File: config.mk
export PLATFORM = sky130hd
export DESIGN_NAME = full_adder_behav
export DESIGN_NICKNAME = d
export VERILOG_FILES = /design/src/rtl/full_adder_behav.sv
export SDC_FILE = /design/constraint.sdc
export NUM_CORES = 1
export LEC_CHECK = 0
export ABC_AREA = 1
export BUFFER_PORTS_ARGS = -buffer_cell sky130_fd_sc_hd__buf_4
export CORE_AREA = 8 8 45 47
export CTS_CLUSTER_DIAMETER = 150
export DETAILED_ROUTE_END_ITERATION = 8
export DIE_AREA = 0 0 53 55
export GPL_TIMING_DRIVEN = 1
export PLACE_DENSITY_LB_ADDON = 0.05
export SYNTH_ARGS = -nofsm -noshare
export SYNTH_HDL_FRONTEND = slang
export SYNTH_SLANG_ARGS = --single-unit
File: constraint.sdc
create_clock -name clk -period 1.2 [get_ports clk]
set_input_delay 0.18 -clock clk [delete_from_list [all_inputs] [get_ports clk]]
set_output_delay 0.18 -clock clk [all_outputs]
set_load 0.03 [all_outputs]
File: src/rtl/full_adder_behav.sv
// Registered behavioural full adder of parameterisable width with a valid tag.
// One-cycle latency; the result registers hold when no qualified sample arrives.
module full_adder_behav #(
    parameter int WIDTH = 1
) (
    input  logic             clk,
    input  logic             rst_n,
    input  logic             in_valid,
    input  logic [WIDTH-1:0] a,
    input  logic [WIDTH-1:0] b,
    input  logic             cin,
    output logic [WIDTH-1:0] sum,
    output logic             cout,
    output logic             out_valid
);

    logic [WIDTH:0]   carry;
    logic [WIDTH-1:0] sum_d;
    logic             cout_d;
    logic [WIDTH-1:0] sum_q;
    logic             cout_q;
    logic             valid_q;

    // Explicit ripple chain so the carry into every bit is visible on the full WIDTH+1 result.
    always_comb begin
        carry    = '0;
        sum_d    = '0;
        carry[0] = cin;
        for (int i = 0; i < WIDTH; i++) begin
            sum_d[i]     = a[i] ^ b[i] ^ carry[i];
            carry[i+1]   = (a[i] & b[i]) | (a[i] & carry[i]) | (b[i] & carry[i]);
        end
        cout_d = carry[WIDTH];
    end

    // out_valid depends only on in_valid and rst_n, never on the operand values.
    always_ff @(posedge clk or negedge rst_n) begin
        if (!rst_n) begin
            sum_q   <= '0;
            cout_q  <= 1'b0;
            valid_q <= 1'b0;
        end else begin
            valid_q <= in_valid;
            if (in_valid) begin
                sum_q  <= sum_d;
                cout_q <= cout_d;
            end
        end
    end

    assign sum       = sum_q;
    assign cout      = cout_q;
    assign out_valid = valid_q;

endmodule

* Word level (Yosys, flattened, before mapping)
Index checks and enable logic that the tools add are counted.
** Word-level totals
- Bits in registers :: 3
** Operators by class
- Bitwise operators :: 7
** Operators with widths (number)
- 1-bit AND :: 3
- 1-bit bitwise OR :: 2
- 1-bit bitwise XOR :: 2

* Logic depth before layout (Yosys ltp)
Gate-level depths: netlist of the first run.
- Depth after elaboration :: 3
- Depth in mapped cells :: 3

* Worst setup path after synthesis of the first run
OpenSTA, ideal clock, no wires.
- Path type :: input -> register
- From :: input a
- To :: register sum_q, in the netlist sum
- Required time :: 1082 ps
- Library setup time :: 118 ps
- Path buffers :: 0
- Arrival time :: 742 ps
- Setup slack :: 341 ps
- Cell stages on the path :: 3
- Cell sequence :: fa_1 > nand2_1 > nand2_1
** On the way
- Longest elaborated chain between the ends :: 2
** Ends and longest elaborated chain
- start, declared :: RTL line 9 : input logic [WIDTH-1:0] a,
- 1-bit bitwise XOR (2 in a row) :: RTL line 30 : sum_d[i] = a[i] ^ b[i] ^ carry[i];
- end signal, assigned :: RTL line 45 : sum_q <= sum_d;
- end, declared :: RTL line 20 : logic [WIDTH-1:0] sum_q;
Every way passes these cells.
A chain may end at the register's enable or synchronous reset.

* Worst setup path in the final report of the first run
- From :: register cout_q, in the netlist cout
- To :: output cout
** RTL lines
- start, declared :: RTL line 21 : logic cout_q;
- start signal, assigned :: RTL line 46 : cout_q <= cout_d;
- end, declared :: RTL line 13 : output logic cout,
No word-level cell between the ends.

==> results of run 1 <==
-- metal layers --
layer,GRT usage (%),routed length [um]
met4,9.05,0
met2,3.32,176
met3,2.94,32
met5,0,0
met1,3.06,151
-- what timing repair did --
action                                 CTS  global route
hold buffers                             1             0
buffers inserted                         0             0
endpoints found under the hold margin    3             0
-- power breakdown --
part	internal [W]	switching (W)	leakage, nW	total (W)
combinational	0.0000322	0.0000400	0.0729	0.0000722
sequential	0.000112	0.00000532	0.0360	0.000118
clock	0.000124	0.0000474	0.0150	0.000172
total	0.000269	0.0000927	0.124	0.000362
-- state kept, by name (all words and copies together) (netlist names) --
register and count:
cout 1, out_valid 1, sum 1
-- layout make-up --
type                            instances  share of cell area [%]
Clock buffer                            4                    11.1
Multi-Input combinational cell          7                    17.9
Sequential cell                         3                    31.6
Timing Repair Buffer                    9                    29.5
Tap cell                               16                    8.42
Inverter                                1                    1.58
-- cell families (layout without fill, tap and decap cells) --
family / Yosys count / in the layout / share of synthesized area, %
DFF: 3 / 3 / 61.9
adders and majority gates: 1 / 1 / 16.5
and+or+nand+nor: 6 / 6 / 18.6
buffers and inverters: 1 / 14 / 3.09
-- cells in the final DEF, fill, tap and decap left out --
master	n
buf_4	8
clkbuf_1	1
clkbuf_4	3
dfrtp_1	3
dlygate4sd3_1	1
fa_1	1
inv_1	1
nand2_1	6
-- how the worst min path moves through the flow --
| stage | cells past startpoint | from | slack [ps] | to |
|---|---|---|---|---|
| global route | 1 | in_valid | 90 | out_valid$_DFF_PN0_ |
| floorplan | 0 | rst_n | -120 | cout$_DFFE_PN0P_ |
| finish | 1 | in_valid | 90 | out_valid$_DFF_PN0_ |
| CTS | 1 | in_valid | 80 | out_valid$_DFF_PN0_ |
| detailed placement | 1 | rst_n | -30 | out_valid$_DFF_PN0_ |
| global placement | 1 | rst_n | -30 | out_valid$_DFF_PN0_ |
-- metrics by stage --
stage	hold WS, ps	std cells
detailed placement	-27.3	35
finish	91.3	40
global route	85.9	40
CTS	84.0	40
global placement	-26.1	35
floorplan	-116	11
==> reports/results.ini, run 1 <==
[floorplan]
initial_core_util_pct = 8.77
die-area_um2 = 2920
io_pins = 9
core_um2 = 1380
rows = 14
fp.dieW_um = 53
die_y_um = 55

[global_routing]
antenna_found_initial = 0
grt_max_degree = 5
grt_usage_pct = 3.78
grt-ovfl-total = 0
grt_pass1_wl_um = 621
grt_pass1_vias = 145

[power]
ir_worst_vdd_mv = 0.217
p_leak_nw = 0.124
pwr_density_cell_nw_per_um2 = 1520
finalPower_w = 0.000362

[cells_and_area]
seq_area_um2 = 75.1
syn_to_final_growth_pct = 95.9
final_core_util_pct = 17.2
fin_nets = 32
num-fill-cells = 156
fin_area_um2 = 238
diodes = 0
final_layout_size_suffix_gt1_share_pct = 45.8
multi_input_area_um2 = 42.5

[yosys]
synth_top_area_share_pct = 61.9
ys.flop_type = dfrtp_1
ys_warn_count = 0
postSynthAreaPerCell_um2 = 11.0
synth_area_leader_cell = dfrtp_1
synth_commonest_cells = nand2_1 (6), dfrtp_1 (3), fa_1 (1), inv_1 (1)
netlist_instances = 11
netlist_area_um2 = 121
ys_types = 4
yosysMostFrequentCell = nand2_1
seq_area_frac_synth_pct = 61.9
synth_edf_count = 0
synthArstFlopShare_pct = 100
synth.net_count = 18
synthTopCellsByArea = dfrtp_1 (62%), nand2_1 (19%), fa_1 (16%)
ys_ff_latch = 3

[sta]
setup_viol = 0
fin_ws_ps = 248
period_share_pct = 79.3
drv_slew = 0
grt_setup_unrepaired = false
finalSetupTns_ps = 0
fmax_mhz = 1050
fin_crit_ps = 952
hold_viol = 0
fin_skew_ps = 0
slew_headroom_pct = 93.7
tightest_slew_ps = 96.0

[critical_path]
cpPeakStageDelay_ps = 370
start_kind = flop
arrival_ps = 770
cp_max_fo = 2
critical-path-top-delay-family = flip-flops
reg2reg_slack_ps = 610
path_class = flop to primary output
timing.rr.start = cout$_DFFE_PN0P_
endpoint = cout
crit_start = cout$_DFFE_PN0P_
crit_path_top_delay_cell = dfrtp_1
crit_buf_inv = 1
r2r_cells = 2
r2r-end = cout$_DFFE_PN0P_
critPathCaptureType = primary output
crit_required_ps = 1020
crit_cells = 1
crit_chain = buf_4

[detailed_routing]
via_per_inst = 2.80
first_pass_iters = 1
wl_per_cell_um = 9.00
drt_iter0_markers = 0
drtAntennaViolNets = 0
drc = 0
num_vias = 112
drt-total-wl_um = 360

[clock_tree]
cts.sinks = 3
cts_buffers = 3
cts_resized = 0
root_buffer = clkbuf_4
cts_max_level = 1
cts_tree = done
insertion_delay_ps = 230
clockBufferDepth = 2
clk_pin_slew_ps = 30

[placed_design]
port_buffers = 8
gp_congestion = 0.604
pre_cts_slack_ps = 206
post_dp_cell_area_um2 = 201

[run_status]
status = completed

[worst_hold_path]
min_path_type = input pin to flop

[job]
drv_cap = 0

No activity file was read; power rests on OpenSTA's default activity.
==> run 2: changes to the inputs <==
--- a/config.mk
+++ b/config.mk
@@ -5,7 +5,7 @@
 export SDC_FILE = /design/constraint.sdc
 export NUM_CORES = 1
 export LEC_CHECK = 0
-export ABC_AREA = 1
+export ABC_AREA = 0
 export BUFFER_PORTS_ARGS = -buffer_cell sky130_fd_sc_hd__buf_4
 export CORE_AREA = 8 8 45 47
 export CTS_CLUSTER_DIAMETER = 150
==> constraint.sdc (replaced) <==
create_clock -name clk -period 0.95 [get_ports clk]
set_input_delay 0.1425 -clock clk [delete_from_list [all_inputs] [get_ports clk]]
set_output_delay 0.1425 -clock clk [all_outputs]
set_load 0.03 [all_outputs]
==> reports/results.ini, run 2 <==
[run_status]
status = completed

[sta]
tightest_slew_ps = 97.3  ; +1.27 ps
grt_setup_unrepaired = false
period_share_pct = 95.6
finalSetupTns_ps = 0  ; unchanged
fmax_mhz = 1100
drv_slew = 0  ; unchanged
fin_crit_ps = 908
slew_headroom_pct = 93.6  ; about the same
hold_viol = 0  ; unchanged
setup_viol = 0  ; unchanged
fin_skew_ps = 0  ; unchanged

[yosys]
synth.net_count = 13  ; -5
synthArstFlopShare_pct = 100  ; unchanged
netlist_area_um2 = 118  ; -3.1%
synth_area_leader_cell = dfrtp_1
ys_ff_latch = 3  ; unchanged
synthTopCellsByArea = dfrtp_1 (64%), mux2_2 (19%), fa_1 (17%)
synth_compound_area_share_pct = 0  ; unchanged
ys.flop_type = dfrtp_1
netlist_instances = 6  ; -5
seq_area_frac_synth_pct = 63.8  ; +2.0 points
synth_top_area_share_pct = 63.8  ; +2.0 points
postSynthAreaPerCell_um2 = 19.6  ; +78%
yosys.area_share.adder_pct = 17.0  ; +0.53 points
ys_warn_count = 0  ; unchanged
yosysMostFrequentCell = dfrtp_1
synthMuxAreaShare_pct = 19.1  ; +19 points
synth_top_family_by_area = multiplexers
synth_edf_count = 0  ; unchanged
yosys.area_share.xor_xnor_pct = 0  ; unchanged
synth_commonest_cells = dfrtp_1 (3), mux2_2 (2), fa_1 (1)
ys_types = 3  ; -1
synthSimpleGateAreaFrac_pct = 0  ; -19 points

[clock_tree]
clockBufferDepth = 2  ; unchanged
postCtsSetupBuffers = 0  ; unchanged
cts_resized = 0  ; unchanged
cts.sinks = 3  ; unchanged
clk_pin_slew_ps = 30  ; about the same
cts_max_level = 1  ; unchanged
root_buffer = clkbuf_4
insertion_delay_ps = 230  ; about the same
cts_tree = done
cts_buffers = 3  ; unchanged

[global_routing]
grt_pass1_vias = 112  ; -23%
grt_max_degree = 4  ; -1
grt_usage_pct = 2.96  ; -0.82 points
grt_pass1_wl_um = 524  ; -16%
antenna_found_initial = 0  ; unchanged
grt-ovfl-total = 0  ; unchanged

[placed_design]
port_buffers = 8  ; unchanged
detailed_place_hpwl_um = 338
post_dp_cell_area_um2 = 198  ; -1.9%
gp_congestion = 0.572  ; -5.4%

[floorplan]
die_y_um = 55  ; unchanged
rows = 14  ; unchanged
core_um2 = 1380  ; unchanged
fp.dieW_um = 53  ; unchanged
die-area_um2 = 2920  ; unchanged
io_pins = 9  ; unchanged
initial_core_util_pct = 8.50  ; -0.27 points

[detailed_routing]
via_per_inst = 2.83  ; +1.0%
first_pass_iters = 1  ; unchanged
drt-total-wl_um = 367  ; +1.9%
drt_iter0_markers = 0  ; unchanged
num_vias = 99  ; -12%
drc = 0  ; unchanged
drtAntennaViolNets = 0  ; unchanged
wl_per_cell_um = 10.5  ; +17%

[cells_and_area]
final_common_cell = buf_4
syn_to_final_growth_pct = 98.9
final_cell_mix = buf_4 (8), clkbuf_4 (3), dfrtp_1 (3)
fin_nets = 27  ; -16%
final_layout_size_suffix_gt1_share_pct = 68.4  ; +23 points
fin_area_um2 = 234  ; -1.6%
diodes = 0  ; unchanged

[critical_path]
cp_max_fo = 2  ; unchanged
path_class = flop to primary output
arrival_ps = 770  ; about the same
crit_required_ps = 810  ; -210 ps
crit_start = sum$_DFFE_PN0P_
crit_buf_inv = 1  ; unchanged
critPathCaptureType = primary output
crit_path_top_delay_cell = dfrtp_1
timing.rr.start = sum$_DFFE_PN0P_
start_kind = flop
cpPeakStageDelay_ps = 370  ; about the same
crit_chain = buf_4
critical-path-top-delay-family = flip-flops

[power]
p_leak_nw = 0.108  ; -13%
ir_worst_vdd_mv = 0.401  ; +85%
pwr_density_cell_nw_per_um2 = 2030  ; +34%

[job]
drv_cap = 0  ; unchanged

[worst_hold_path]
hp-start = in_valid
min_path_type = input pin to flop

[run 2: changes by cell type after synthesis]
cell and delta:
nand2_1 -6, inv_1 -1, mux2_2 +2
[run 2: final cells by class]
type,count,area [um2]
Multi-Input combinational cell,3,42.5
Tap cell,16,20.0
Clock buffer,4,26.3
Fill cell,164,1150
Timing Repair Buffer,9,70.1
Sequential cell,3,75.1
[run 2: worst paths after layout]
| path | end | slack, ps | cells past startpoint |
|---|---|---|---|
| max in group asynchronous | out_valid$_DFF_PN0_ | 600 | 2 |
| max reg2reg | sum$_DFFE_PN0P_ | 210 | 1 |
| min | out_valid$_DFF_PN0_ | 50 | 1 |
| max | sum | 40 | 1 |
| min reg2reg | cout$_DFFE_PN0P_ | 500 | 1 |
| min in group asynchronous | cout$_DFFE_PN0P_ | 250 | 2 |
[run 2: metrics by stage]
stage / std cells / hold slack, ps / total power, W / utilization (%) / setup WS (ps)
after floorplan: 6 / -153 / 0.000203 / - / -18.4
after global placement: 30 / -63.6 / 0.000259 / 14.3 / -164
after detailed placement: 30 / -62.9 / 0.000259 / 14.3 / -159
after CTS: 35 / 44.8 / 0.000493 / 16.9 / 20.7
after global routing: 35 / 45.9 / 0.000506 / 16.9 / 5.72
final: 35 / 54.3 / 0.000476 / 16.9 / 42.3
[run 2: cells by family (layout without fill, tap and decap cells)]
logic type	count (synthesis)	in the layout
flops	3	3
fa+ha+maj	1	1
buf+inv	0	13
mux	2	2
[run 2: power by group]
part	switching, W	internal, W	total (W)
combinational	0.0000544	0.0000503	0.000105
sequential	0.00000732	0.000145	0.000152
clock	0.0000618	0.000157	0.000219
[run 2: layer usage]
metal,up-vias,share of wire (%),wire length [um],GRT usage [%]
met5,-,0,0,0
li1,45,-,-,-
met4,0,0,0,2.59
met2,8,39,143,3.13
met3,0,17,61,3.48
met1,46,44,163,2.91
[run 2: timing repair]
action | in CTS | in global routing
setup endpoints to repair | 0 | 0
hold buffers | 1 | 0
hold endpoints to repair | 3 | 0
==> run 3: changes to the inputs <==
--- a/config.mk
+++ b/config.mk
@@ -7,6 +7,8 @@
 export LEC_CHECK = 0
 export ABC_AREA = 0
 export BUFFER_PORTS_ARGS = -buffer_cell sky130_fd_sc_hd__buf_4
+export CELL_PAD_IN_SITES_DETAIL_PLACEMENT = 1
+export CELL_PAD_IN_SITES_GLOBAL_PLACEMENT = 2
 export CORE_AREA = 8 8 45 47
 export CTS_CLUSTER_DIAMETER = 150
 export DETAILED_ROUTE_END_ITERATION = 8
==> constraint.sdc (replaced) <==
create_clock -name clk -period 0.9 [get_ports clk]
set_input_delay 0.135 -clock clk [delete_from_list [all_inputs] [get_ports clk]]
set_output_delay 0.135 -clock clk [all_outputs]
set_load 0.03 [all_outputs]
==> reports/results.ini, run 3 (same netlist as run 2, synthesis figures left out) <==
[sta]
drv_slew = 0  ; unchanged
tightest_slew_ps = 99.0  ; +1.73 ps
period_share_pct = 99.3
setup_viol = 0  ; unchanged
fmax_mhz = 1120
grt_setup_unrepaired = true
slew_headroom_pct = 93.4  ; -0.17 points
hold_viol = 0  ; unchanged
fin_skew_ps = 0  ; unchanged
fin_crit_ps = 893

[critical_path]
crit_required_ps = 760  ; -50 ps
r2r_cells = 1  ; unchanged
crit_chain = buf_6
crit_path_top_delay_cell = dfrtp_1
path_class = flop to primary output
cpPeakStageDelay_ps = 380  ; about the same
cp_max_fo = 2  ; unchanged
critical-path-top-delay-family = flip-flops
crit_buf_inv = 1  ; unchanged
r2r-end = cout$_DFFE_PN0P_
reg2reg_slack_ps = 130  ; -80 ps
timing.rr.start = cout$_DFFE_PN0P_
start_kind = flop
critPathCaptureType = primary output
arrival_ps = 760  ; about the same

[detailed_routing]
first_pass_iters = 1  ; unchanged
drtAntennaViolNets = 0  ; unchanged
num_vias = 103  ; +4.0%
drt-total-wl_um = 365  ; -0.54%
drc = 0  ; unchanged
drt_iter0_markers = 0  ; unchanged
wl_per_cell_um = 10.4  ; -0.54%
via_per_inst = 2.94  ; +4.0%

[cells_and_area]
final_core_util_pct = 18.2  ; +1.3 points
diodes = 0  ; unchanged
final_layout_size_suffix_gt1_share_pct = 73.7  ; +5.3 points
syn_to_final_growth_pct = 114
fin_nets = 27  ; unchanged
fin_area_um2 = 251  ; +7.5%
final_cell_mix = buf_4 (5), clkbuf_4 (3), dfrtp_1 (3), buf_6 (3)
final_common_cell = buf_4

[clock_tree]
clk_pin_slew_ps = 40  ; about the same
insertion_delay_ps = 230  ; about the same
cts_buffers = 3  ; unchanged
cts.sinks = 3  ; unchanged
root_buffer = clkbuf_4
cts_max_level = 1  ; unchanged
cts_tree = done
clockBufferDepth = 2  ; unchanged

[power]
pwr_density_cell_nw_per_um2 = 2080  ; +2.2%
ir_worst_vdd_mv = 0.286  ; -29%
p_leak_nw = 0.115  ; +6.7%

[floorplan]
core_um2 = 1380  ; unchanged
rows = 14  ; unchanged
initial_core_util_pct = 8.50  ; unchanged
io_pins = 9  ; unchanged
die_y_um = 55  ; unchanged
fp.dieW_um = 53  ; unchanged
die-area_um2 = 2920  ; unchanged

[global_routing]
grt_pass1_wl_um = 607  ; +16%
grt_max_degree = 4  ; unchanged
grt-ovfl-total = 0  ; unchanged
antenna_found_initial = 0  ; unchanged
grt_usage_pct = 3.44  ; +0.49 points
grt_pass1_vias = 155  ; +38%

[worst_hold_path]
min_path_type = input pin to flop
min_to = out_valid$_DFF_PN0_
hp-start = in_valid
hold_depth = 1  ; unchanged

[placed_design]
gp_congestion = 0.537  ; -6.2%
port_buffers = 8  ; unchanged
post_dp_cell_area_um2 = 204  ; +3.2%

[job]
drv_cap = 0  ; unchanged

[run_status]
status = completed

## run 3: report_power, final
| part | internal (W) | switching, W | total [W] | leakage (nW) |
|---|---|---|---|---|
| clock | 0.000166 | 0.0000665 | 0.000232 | 0.0150 |
| combinational | 0.0000675 | 0.0000582 | 0.000126 | 0.0650 |
| sequential | 0.000153 | 0.0000113 | 0.000164 | 0.0350 |
## run 3: timing repair
item / 4_1_cts / 5_1_grt
resized for setup: 2 / 1
gates cloned: 0 / 0
hold buffers: 1 / 0
buffers inserted: 0 / 0
endpoints found under the setup margin: 2 / 3
endpoints found under the hold margin: 3 / 0
## run 3: worst max path at each step
stage                           from         endpoint  slack, ps  cells after the start
floorplan                          a  sum$_DFFE_PN0P_        -40                      2
global placement                   a  sum$_DFFE_PN0P_       -180                      3
detailed placement                 a  sum$_DFFE_PN0P_       -190                      3
CTS                 cout$_DFFE_PN0P_             cout        -10                      1
global route        cout$_DFFE_PN0P_             cout        -30                      1
finish              cout$_DFFE_PN0P_             cout          7                      1
## run 3: cell type report
type	count	area (um2)
clock buffer	4	26.3
tap	16	20.0
multi-input combinational	3	48.8
timing repair buffer	9	81.3
sequential	3	75.1
fill	163	1130
## run 3: per-layer routing
layer	global-route usage (%)	routed length, um	vias up
li1	-	-	45
met1	3.04	148	49
met2	3.91	145	9
met3	2.94	71	0
met4	5.17	0	0
met5	0	0	-
## run 3: stage by stage
| stage | TNS, ps | hold slack, ps | setup slack [ps] | power [W] | std cells |
|---|---|---|---|---|---|
| floorplan | -41.1 | -161 | -41.1 | 0.000218 | 6 |
| global placement | -293 | -70.7 | -183 | 0.000279 | 30 |
| detailed placement | -301 | -73.9 | -186 | 0.000279 | 30 |
| CTS | -20.8 | 34.3 | -14.4 | 0.000542 | 35 |
| global route | -59.7 | 36.0 | -34.0 | 0.000564 | 35 |
| finish | 0 | 43.0 | 6.66 | 0.000522 | 35 |
